--- src/rtl/keccak_pad_absorb.sv ---
// SHA-3 padding front end: absorbs 64-bit message words, applies domain byte plus
// pad10*1, and streams 25-lane frames (rate lanes, then zero capacity) to the permutation.
module keccak_pad_absorb #(
  parameter int          RATE_LANES = 17,
  parameter logic [7:0]  DOMAIN     = 8'h06
) (
  input  logic        clk,
  input  logic        rst,
  input  logic        pushin,
  output logic        stopin,
  input  logic        lastin,
  input  logic [3:0]  nbytes,
  input  logic [63:0] din,
  output logic        pushout,
  input  logic        stopout,
  output logic        firstout,
  output logic        lastout,
  output logic [63:0] dout
);

  typedef enum logic [1:0] {ABSORB, PAD, CAP} state_e;

  localparam logic [4:0]  RATE_LAST = 5'(RATE_LANES - 1);
  localparam logic [4:0]  LANE_LAST = 5'd24;
  localparam logic [63:0] PAD_END   = 64'h8000_0000_0000_0000;

  state_e      state_q, state_d;
  logic [4:0]  lc_q, lc_d;
  logic        final_q, final_d;
  logic        pend_q, pend_d;
  logic        pushout_q, pushout_d;
  logic        firstout_q, firstout_d;
  logic        lastout_q, lastout_d;
  logic [63:0] dout_q, dout_d;

  logic        load_ok, in_acc, emit, short_last;
  logic [3:0]  nb_eff;
  logic [5:0]  byte_sh;
  logic [4:0]  lc_inc;
  logic [63:0] lane;

  // State register
  // NOTE: sequential state uses non-blocking assignments so every flop samples
  // pre-edge values regardless of process ordering.
  always_ff @(posedge clk or posedge rst) begin
    if (rst) begin
      state_q    <= ABSORB;
      lc_q       <= '0;
      final_q    <= 1'b0;
      pend_q     <= 1'b0;
      pushout_q  <= 1'b0;
      firstout_q <= 1'b0;
      lastout_q  <= 1'b0;
      dout_q     <= '0;
    end else begin
      state_q    <= state_d;
      lc_q       <= lc_d;
      final_q    <= final_d;
      pend_q     <= pend_d;
      pushout_q  <= pushout_d;
      firstout_q <= firstout_d;
      lastout_q  <= lastout_d;
      dout_q     <= dout_d;
    end
  end

  // Output / datapath decode: handshake and the lane value offered this cycle
  always_comb begin
    // NOTE: every comb output gets a default first so no path can infer a latch.
    load_ok    = !pushout_q || !stopout;
    stopin     = (pushout_q && stopout) || (state_q != ABSORB);
    in_acc     = pushin && !stopin;
    emit       = in_acc || ((state_q != ABSORB) && load_ok);
    nb_eff     = (!lastin || (nbytes > 4'd8)) ? 4'd8 : nbytes;
    short_last = lastin && (nb_eff < 4'd8);
    byte_sh    = {nb_eff[2:0], 3'b000};
    lc_inc     = (lc_q == LANE_LAST) ? 5'd0 : lc_q + 5'd1;
    lane       = '0;
    unique case (state_q)
      ABSORB: begin
        lane = din;
        if (short_last) begin
          lane = (din & ((64'd1 << byte_sh) - 64'd1)) | ({56'd0, DOMAIN} << byte_sh);
          if (lc_q == RATE_LAST) lane = lane | PAD_END;
        end
      end
      PAD: begin
        lane = pend_q ? {56'd0, DOMAIN} : 64'd0;
        if (lc_q == RATE_LAST) lane = lane | PAD_END;
      end
      default: lane = '0;
    endcase
  end

  // Next-state logic, including the output register load
  always_comb begin
    state_d    = state_q;
    lc_d       = lc_q;
    final_d    = final_q;
    pend_d     = pend_q;
    pushout_d  = pushout_q;
    firstout_d = firstout_q;
    lastout_d  = lastout_q;
    dout_d     = dout_q;

    if (emit) lc_d = lc_inc;

    unique case (state_q)
      ABSORB: if (in_acc) begin
        if (lastin) begin
          if (short_last) begin
            final_d = 1'b1;
            state_d = (lc_q == RATE_LAST) ? CAP : PAD;
          end else begin
            // Full last word: domain byte goes in the next rate lane, possibly next frame
            pend_d = 1'b1;
            if (lc_q == RATE_LAST) state_d = CAP;
            else begin
              state_d = PAD;
              final_d = 1'b1;
            end
          end
        end else if (lc_q == RATE_LAST) begin
          state_d = CAP;
        end
      end
      PAD: if (load_ok) begin
        pend_d = 1'b0;
        if (lc_q == RATE_LAST) state_d = CAP;
      end
      CAP: if (load_ok && (lc_q == LANE_LAST)) begin
        if (final_q) begin
          final_d = 1'b0;
          pend_d  = 1'b0;
          state_d = ABSORB;
        end else if (pend_q) begin
          final_d = 1'b1;
          state_d = PAD;
        end else begin
          state_d = ABSORB;
        end
      end
      default: state_d = ABSORB;
    endcase

    if (load_ok) begin
      pushout_d  = emit;
      firstout_d = emit && (lc_q == 5'd0);
      lastout_d  = emit && (state_q == CAP) && (lc_q == LANE_LAST) && final_q;
      if (emit) dout_d = lane;
    end
  end

  assign pushout  = pushout_q;
  assign firstout = firstout_q;
  assign lastout  = lastout_q;
  assign dout     = dout_q;

endmodule

--- config.mk ---
export PLATFORM = sky130hd
export DESIGN_NAME = keccak_pad_absorb
export DESIGN_NICKNAME = d
export VERILOG_FILES = /design/src/rtl/keccak_pad_absorb.sv
export SDC_FILE = /design/constraint.sdc
export NUM_CORES = 1
export LEC_CHECK = 0
export CAP_MARGIN = 20
export CORE_MARGIN = 3
export CORE_UTILIZATION = 39
export DETAILED_ROUTE_END_ITERATION = 7
export PLACE_DENSITY = 0.73
export REMOVE_ABC_BUFFERS = 1
export SETUP_SLACK_MARGIN = 0.15
export SYNTH_ARGS = -nofsm -noshare
export SYNTH_HDL_FRONTEND = slang
export SYNTH_SLANG_ARGS = --single-unit
--- constraint.sdc ---
create_clock -name clk -period 2.5 [get_ports clk]
set_input_delay 0.375 -clock clk [delete_from_list [all_inputs] [get_ports clk]]
set_output_delay 0.375 -clock clk [all_outputs]
set_load 0.01 [all_outputs]
==> run_results.csv <==
group,metric,value,unit
detailed_routing,ant_nets,0,
synthesis,synth_edf_count,0,
finish,drive_above_1_share,11.2,%
timing,worst_pin_slew,0.474,ns
clock_tree,ctsRootBufferMaster,"clkbuf_8",
placement,port_buffers,140,
die,row_count,33,
clock_tree,cts_num_sinks,76,
clock_tree,cts_tree,"built",
run_status,status,"complete, no violations",
timing,setup_violations,0,
timing,post-route-min-period,2.19,ns
critical_path,cp_cell_sequence,"inv_1 > ha_2 > nand2_1 > clkdlybuf4s50_1",
synthesis,syn_area,3510,µm²
critical_path,crit_buf_inv,2,
grt,grt_max_degree,38,
detailed_routing,wl,9840,µm
synthesis,syn_inst,315,
synthesis,synth_seq_cells,76,
synthesis,synth_flop_cell,"dfrtp_1",
critical_path,cpMaxStageDelayCell,"clkdlybuf4s50_1",
clock_tree,cts_buffers,9,
critical_path,crit_path_start_kind,"flop",
timing,skew,0.0141,ns
timing,fmaxAchievable,0.456,GHz
clock_tree,clk_pin_slew,0.08,ns
synthesis,synth_async_sr_flop_share,100,%
synthesis,synth_warnings,0,
clock_tree,clock_latency,0.34,ns
clock_tree,clk_path_buf_depth,2,
critical_path,arrival,1.82,ns
critical_path,cp_top_family,"buffers and inverters",
critical_path,cp_max_fo,9,
hold_path,hold_path_class,"primary input to async pin",
grt,antenna_found_initial,0,
clock_tree,htree_levels,3,
die,die_y,101,µm
die,design.die.area,10200,µm²
die,die-width,101,µm
clock_tree,hold_buffers,0,
timing,hold_viol_final,0,
timing,rsz0062_at_grt,"no",
power,p_total,5.26,mW
critical_path,endpoint_kind,"output pin",
die,core_region_area,8460,µm²
placement,globalplace.congestion,0.854,
timing,maxSlewHeadroom,68.4,%
power,ir_worst_vdd,449,µV
grt,grt-ovfl-total,0,
placement,dpl.hpwl,7520,µm
placement,placed_cells,555,
critical_path,r2r_slack,0.59,ns
power,cellPowerDensity,995,nW/µm²
finish,area_growth,50.4,%
placement,placed_cell_area,5060,µm²
detailed_routing,via_count,2993,
finish,nets,541,
timing,min_period_over_period,87.6,%
finish,n_antenna_cell,0,
die,start_util,41.5,%
synthesis,ys_seq_area_share,54.2,%
synthesis,synth.distinct_cells,57,
detailed_routing,first_pass_iters,4,
power,leakage,2.29,nW
detailed_routing,drc,0,
grt,track_usage,19.5,%
timing,drv_slew,0,
finish,final_cell_area,5280,µm²
clock_tree,postCtsSetupBuffers,0,
synthesis,syn_avg_cell_area,11.1,µm²
die,boundaryPins,141,
job,maxCapViolations,0,
detailed_routing,wl_per_cell,17.2,µm
finish,layout.cells.non_filler,571,
critical_path,required,2.12,ns
critical_path,cpPeakStageDelay,0.50,ns
critical_path,critical_path_class,"flop to output pin",
detailed_routing,vias_per_cell,5.24,
detailed_routing,drtIter0Drc,147,
grt,grt_pass1_vias,3047,
grt,grt_pass1_wl,15800,µm
finish,fill_cells,693,
==> kinds of logic after synthesis <==
kind of cell | after synthesis | share of synthesized area (%)
xor+xnor | 2 | 0.499
buf+inv | 30 | 4.42
compound gates | 104 | 22.9
simple gates | 90 | 13.5
flops | 76 | 54.2
mux | 6 | 1.96
fa+ha+maj | 7 | 2.49
==> worst paths after layout <==
check | from | to | cells after the start
max | state_q[0]$_DFFE_PP0P_ | stopin | 4
min | rst | dout[54]$_DFFE_PP0P_ | 2
max reg2reg | state_q[0]$_DFFE_PP0P_ | dout[62]$_DFFE_PP0P_ | 7
min reg2reg | dout[33]$_DFFE_PP0P_ | dout[33]$_DFFE_PP0P_ | 2
max in group asynchronous | rst | dout[18]$_DFFE_PP0P_ | 3
min in group clk | dout[33]$_DFFE_PP0P_ | dout[33]$_DFFE_PP0P_ | 2
==> layer usage <==
metal  track usage, %  wire length, µm
met5                0                0
met4             3.07               21
met3             5.54              697
met2             32.2             4770
met1             26.1             4350
==> layout make-up <==
type                            count  area, µm²  area share [%]
Clock buffer                       10        128            2.42
Clock inverter                      6       88.8            1.68
Inverter                           11       42.5           0.805
Multi-Input combinational cell    209       1460            27.6
Sequential cell                    76       1900            36.0
Tap cell                          105        131            2.49
Timing Repair Buffer              154       1530            29.0
==> layout by cell type, fill, tap and decap left out, types with 4 or more instances in the layout <==
master,n
clkbuf_8,9
nor3_1,5
clkdlybuf4s50_1,140
dfrtp_1,76
a21oi_1,15
ha_1,6
o21ai_1,4
nand3_1,4
o21ai_0,17
nor2_1,26
a22o_1,44
buf_4,12
nand2_1,30
inv_1,9
==> Yosys cell counts (all sizes together), types with 4 or more instances <==
cell type | count | area share [%]
a22o | 44 | 11
mux2 | 4 | 1.4
dfrtp | 76 | 54
nand2 | 30 | 3.2
buf | 18 | 3.1
nand3 | 5 | 0.86
ha | 7 | 2.5
nor4 | 4 | 0.89
nor3 | 6 | 1.0
a21oi | 17 | 2.6
o21ai | 23 | 3.7
nor2 | 28 | 3.3
nand2b | 4 | 0.78
inv | 11 | 1.2
==> metrics by stage <==
| stage | setup slack, ns | hold slack [ns] | TNS [ns] | utilization, % |
|---|---|---|---|---|
| finish | 0.309 | 0.357 | 0 | 62.4 |
| global route | 0.224 | 0.385 | 0 | 62.4 |
| CTS | 0.195 | 0.365 | 0 | 62.4 |
| detailed placement | 0.250 | 0.466 | 0 | 59.8 |
| global placement | 0.332 | 0.460 | 0 | 59.8 |
| floorplan | -0.113 | 0.484 | -0.400 | - |
==> state kept, by name (all words and copies together), names as in the netlist <==
signal	count
final_q	1
lastout	1
pend_q	1
state_q	2
firstout	1
dout	64
lc_q	5
pushout	1
==> worst register-to-register path, delay by kind of cell (launching register included) <==
kind                       cells  cell delay, ns
AOI/OAI and AO/OA              2            0.43
adders and majority gates      1            0.30
DFF                            1            0.44
buffers and inverters          4            0.68
==> power breakdown <==
group | total (mW) | switching, mW | internal (mW)
Combinational | 2.30 | 1.04 | 1.26
Sequential | 1.94 | 0.293 | 1.65
Clock | 1.01 | 0.451 | 0.562
==> repair_timing <==
item / 4_1_cts / 5_1_grt
resized for setup: 0 / 1
setup endpoints to repair: 0 / 1
endpoints found under the hold margin: 0 / 0
Power figures use the tool's default switching activity.
